<file path="src/rtl/lane_mux_nxm.sv">
// lane_mux_nxm: narrows NUM_IN-lane beats to NUM_OUT-lane groups.
// Beats are queued in a DEPTH-entry FIFO. Each beat is then emitted as
// RATIO = NUM_IN/NUM_OUT consecutive groups.
//
// Handshake semantics:
//   Input side: a beat transfers at posedge when in_ready && |in_valid.
//     in_ready comes only from registered state. It never waits on in_valid.
//   Output side: a group transfers at posedge when out_beat && out_ready.
//     A presented group is held stable until it transfers.
//     out_ready has no effect while out_beat is low.
module lane_mux_nxm #(
    parameter int W       = 8,
    parameter int NUM_IN  = 4,
    parameter int NUM_OUT = 2,
    parameter int DEPTH   = 4,
    parameter int COMPACT = 0
) (
    input  logic                   clk,
    input  logic                   reset,
    input  logic [NUM_IN*W-1:0]    in_data,
    input  logic [NUM_IN-1:0]      in_valid,
    output logic                   in_ready,
    output logic [NUM_OUT*W-1:0]   out_data,
    output logic [NUM_OUT-1:0]     out_valid,
    output logic                   out_beat,
    input  logic                   out_ready,
    output logic                   ovf
);
    localparam int RATIO = NUM_IN / NUM_OUT;
    localparam int AW    = (DEPTH > 1) ? $clog2(DEPTH) : 1;
    localparam int CW    = $clog2(DEPTH) + 1;
    localparam int PW    = (RATIO > 1) ? $clog2(RATIO) : 1;
    localparam int GW    = NUM_OUT * W;
    localparam logic [CW-1:0] DEPTH_C = CW'(DEPTH);

    generate
        if (NUM_IN % NUM_OUT != 0) begin : g_ratio_check
            $error("lane_mux_nxm: NUM_IN must be a multiple of NUM_OUT");
        end
        if (DEPTH < 2 || (DEPTH & (DEPTH - 1)) != 0) begin : g_depth_check
            $error("lane_mux_nxm: DEPTH must be a power of 2 and >= 2");
        end
    endgenerate

    logic [NUM_IN*W-1:0] mem_data  [DEPTH];
    logic [NUM_IN-1:0]   mem_valid [DEPTH];
    logic [AW-1:0]       wr_ptr;
    logic [AW-1:0]       rd_ptr;
    logic [CW-1:0]       count;
    logic [PW-1:0]       phase;      // lowest group index still to be emitted
    logic                rst_done;   // low while reset is held, so in_ready stays low

    logic [NUM_IN*W-1:0] head_data;
    logic [NUM_IN-1:0]   head_valid;
    logic [RATIO-1:0]    gnz;        // groups of the head that are eligible for output
    logic [PW-1:0]       cur_grp;    // group presented this cycle
    logic                has_next;   // another eligible group follows cur_grp
    logic                push;
    logic                adv;
    logic                pop;

    assign head_data  = mem_data[rd_ptr];
    assign head_valid = mem_valid[rd_ptr];
    assign out_beat   = (count != '0);
    assign in_ready   = rst_done && (count < DEPTH_C);
    assign push       = in_ready && (|in_valid);
    assign adv        = out_beat && out_ready;
    assign pop        = adv && !has_next;

    // Mark eligible groups. In compact mode, a group with all lane valids zero is skipped.
    always_comb begin
        gnz = '1;
        for (int g = 0; g < RATIO; g++) begin
            if (COMPACT != 0) gnz[g] = |head_valid[g*NUM_OUT +: NUM_OUT];
        end
    end

    // Pick the first eligible group at or after phase.
    // Then check whether an eligible group follows it.
    always_comb begin
        cur_grp  = phase;
        has_next = 1'b0;
        for (int g = RATIO - 1; g >= 0; g--) begin
            if (g >= int'(phase) && gnz[g]) cur_grp = PW'(g);
        end
        for (int g = 0; g < RATIO; g++) begin
            if (g > int'(cur_grp) && gnz[g]) has_next = 1'b1;
        end
    end

    // Select the presented group. Outputs are zero while the FIFO is empty.
    always_comb begin
        out_data  = '0;
        out_valid = '0;
        if (out_beat) begin
            for (int g = 0; g < RATIO; g++) begin
                if (cur_grp == PW'(g)) begin
                    out_data  = head_data[g*GW +: GW];
                    out_valid = head_valid[g*NUM_OUT +: NUM_OUT];
                end
            end
        end
    end

    // Write the FIFO storage. Entries are not reset: stale contents are never presented.
    always_ff @(posedge clk) begin
        if (push) begin
            mem_data[wr_ptr]  <= in_data;
            mem_valid[wr_ptr] <= in_valid;
        end
    end

    // Update pointers, occupancy, group phase and the sticky overflow flag.
    always_ff @(posedge clk) begin
        if (!reset) begin
            wr_ptr   <= '0;
            rd_ptr   <= '0;
            count    <= '0;
            phase    <= '0;
            rst_done <= 1'b0;
            ovf      <= 1'b0;
        end else begin
            rst_done <= 1'b1;
            if (push) wr_ptr <= wr_ptr + AW'(1);
            if (pop)  rd_ptr <= rd_ptr + AW'(1);
            if (push && !pop)      count <= count + CW'(1);
            else if (!push && pop) count <= count - CW'(1);
            if (adv) phase <= pop ? '0 : cur_grp + PW'(1);
            if ((|in_valid) && !in_ready) ovf <= 1'b1;
        end
    end
endmodule

</file>
<file path="config.mk">
export PLATFORM = sky130hd
export DESIGN_NAME = lane_mux_nxm
export DESIGN_NICKNAME = d
export VERILOG_FILES = /design/src/rtl/lane_mux_nxm.sv
export SDC_FILE = /design/constraint.sdc
export NUM_CORES = 1
export LEC_CHECK = 0
export ABC_AREA = 1
export CAP_MARGIN = 15
export CORE_ASPECT_RATIO = 0.6
export CORE_MARGIN = 3
export CORE_UTILIZATION = 56
export DETAILED_ROUTE_END_ITERATION = 7
export GPL_ROUTABILITY_DRIVEN = 0
export PLACE_DENSITY = 0.78
export SLEW_MARGIN = 20
export SYNTH_ARGS = -nofsm -noshare
export SYNTH_HDL_FRONTEND = slang
export SYNTH_SLANG_ARGS = --single-unit
</file>
<file path="constraint.sdc">
create_clock -name clk -period 4.7 [get_ports clk]
set_input_delay 0.94 -clock clk [delete_from_list [all_inputs] [get_ports clk]]
set_output_delay 0.94 -clock clk [all_outputs]
set_load 0.02 [all_outputs]
</file>
==> impl_metrics.env <==
export IMPL_die_w_um=148
export IMPL_routed_wl_um=14200
export IMPL_ys_types=18
export IMPL_p_clk_frac=0.353
export IMPL_final_cell_count_no_fill=902
export IMPL_io_buffers=59
export IMPL_finalSetupTns_ns=0
export IMPL_synth_area_mm2=0.00674
export IMPL_antenna_found_initial=0
export IMPL_vdd_ir_drop_max_mv=0.305
export IMPL_netlist_instances=669
export IMPL_synth_area_per_cell_um2=10.1
export IMPL_slew_headroom=0.386
export IMPL_synth_net_count=714
export IMPL_cts_tree="yes"
export IMPL_seq_power_share=0.436
export IMPL_setup_ws_ns=0.973
export IMPL_cp_end_kind="primary output"
export IMPL_track_usage=0.218
export IMPL_die_area_mm2=0.0134
export IMPL_crit_cells=8
export IMPL_pwr_share_comb=0.212
export IMPL_total_power_mw=3.84
export IMPL_p_leak_nw=3.33
export IMPL_hold_viol_final=0
export IMPL_timing_rr_end="count[1]"
export IMPL_worst_slew_pin_slew_ns=0.921
export IMPL_powerDensity_mw_per_mm2=478
export IMPL_drtIter0Drc=371
export IMPL_cts_max_path_buffers=2
export IMPL_power_net_switching_mw=1.08
export IMPL_cap_viol_max_count=0
export IMPL_crit_top_cell="nor2_1"
export IMPL_clkSlewWorstSetupHoldPaths_ns=0.06
export IMPL_yosys_warnings=0
export IMPL_crit_end="out_data[15]"
export IMPL_fin_crit_ns=3.73
export IMPL_hpwl_um=8360
export IMPL_required_ns=3.76
export IMPL_wl_met2_um=7070
export IMPL_crit_buf_inv=2
export IMPL_post_dp_cell_area_mm2=0.00745
export IMPL_place_ws_ns=1.37
export IMPL_drive_gt1_frac=0.0606
export IMPL_worstReg2RegStart="count[0]"
export IMPL_whs_path_depth=2
export IMPL_cts_setup_buffers=0
export IMPL_clock_latency_ns=0.42
export IMPL_wl_met3_um=1010
export IMPL_synth_top_area_cell="edfxtp_1"
export IMPL_hold_class="reg -> reg"
export IMPL_antenna_cells=0
export IMPL_grt_max_degree=91
export IMPL_via_count=4698
export IMPL_critPathMaxFanout=90
export IMPL_clock_sinks=156
export IMPL_dr_max_layer_used="met4"
export IMPL_cp_top_family="buffers and inverters"
export IMPL_ys_ff_latch=156
export IMPL_synth_top_area_share=0.642
export IMPL_dp_cells=870
export IMPL_fin_hold_ws_ns=0.482
export IMPL_worstPathArrival_ns=2.79
export IMPL_drc_errors=0
export IMPL_setup_viol=0
export IMPL_fin_util=0.697
export IMPL_design_area_mm2=0.00803
export IMPL_routedLengthMet1_um=5980
export IMPL_status="finished clean"
export IMPL_netlist_top_cells_area="edfxtp_1 64%, nand2_1 11%, inv_1 5.9%"
export IMPL_row_count=30
export IMPL_critPathLaunchType="flop"
export IMPL_nNetsFinal=774
export IMPL_synth_seq_area_share=0.677
export IMPL_worst_r2r_cell_count=8
export IMPL_io_pins=60
export IMPL_rsz0062_at_grt="false"
export IMPL_syn2layout_area_growth_pct=19.2
export IMPL_initial_core_util=0.585
export IMPL_worst_setup_path_type="reg -> out"
export IMPL_report_final_slew_viol_count=0
export IMPL_fmax_ghz=0.268
export IMPL_grt_pass1_vias=4626
export IMPL_root_buffer="clkbuf_16"
export IMPL_ant_nets=0
export IMPL_ctsHtreeMaxLevel=4
export IMPL_fp_dieH_um=91.0
export IMPL_fin_crit_sh=0.793
export IMPL_slowest_stage="buf_4"
export IMPL_avgRoutedWirePerCell_um=15.8
export IMPL_skew_ns=0.0135
export IMPL_vias_per_cell=5.21
export IMPL_ctsHoldBuffers=0
export IMPL_cts_repair_resized=0
export IMPL_swShare=0.280
export IMPL_grt_pass1_wl_um=22500
export IMPL_cts_buffers=17
export IMPL_slowest_delay_ns=0.69
export IMPL_rrSetupSlack_ns=2.08
export IMPL_dr_pass1_iters=5
export IMPL_intPower_mw=2.77
export IMPL_grt_overflow_total=0
export IMPL_core_area_mm2=0.0115
export IMPL_path_cells="buf_4, nor2_1, nor2_1, nand2_1, nand2_1, nor2_1, nor2_1, clkdlybuf4s50_1"
## worst min-delay path: stages, from the launching register on
cell	delay [ns]
dfxtp_1	0.33
nor2_1	0.05
nor2_1	0.07
## synth_stat cells (all sizes together)
master and number:
inv 109, nand2 194, a21oi 22, nand4 1, clkbuf 1, fa 1, nor2 94, ha 5
nand3 56, edfxtp 144, buf 26, o21ai 4, dfxtp 12
## sequential cells by signal, indices dropped and copies added, names as in the netlist, named ones only
register and cells:
count 3, rd_ptr 2, ovf 1, phase 1, wr_ptr 2, mem_data 128, rst_done 1, mem_valid 16
## cell type report
class | count | area [um^2]
Clock buffer | 20 | 437
Clock inverter | 12 | 148
Fill cell | 846 | 3490
Inverter | 109 | 414
Multi-Input combinational cell | 377 | 1610
Sequential cell | 156 | 4570
Tap cell | 160 | 200
Timing Repair Buffer | 68 | 658
## layer usage
metal  up-vias  global-route usage
li1       2247                   -
met1      2232               0.285
met2       196               0.355
met3        23              0.0519
met4         0              0.0845
met5         -                   0
## cell usage in the layout, fill, tap and decap left out, types with 4 or more instances in the layout
master	n
dfxtp_1	11
clkinvlp_4	4
clkdlybuf4s50_1	59
buf_4	9
nand3_1	56
a21oi_1	22
inv_1	106
nor2_1	90
nor2_4	4
o21ai_0	4
edfxtp_1	144
nand2_1	194
clkbuf_16	17
ha_1	5
## power groups by stage
stage | sequential, mW | clock [mW] | combinational, mW
finish | 1.67 | 1.36 | 0.813
detailed placement | 1.70 | 0 | 0.810
CTS | 1.68 | 1.37 | 0.818
global route | 1.68 | 1.43 | 0.891
global placement | 1.70 | 0 | 0.792
floorplan | 1.70 | 0 | 0.480
## cell families after synthesis
kind of cell,synth area share
AOI/OAI and AO/OA,0.0193
adders and majority gates,0.0123
buffers and inverters,0.0884
DFF,0.677
and+or+nand+nor,0.203
## worst min path at each step
stage                    from  endpoint  slack (ns)
floorplan           rd_ptr[1]      flop        0.47
global placement          ovf       ovf        0.46
detailed placement        ovf       ovf        0.47
CTS                       ovf       ovf        0.49
global route              ovf       ovf        0.50
finish                    ovf       ovf        0.48
(Power assumes the default switching activity.)
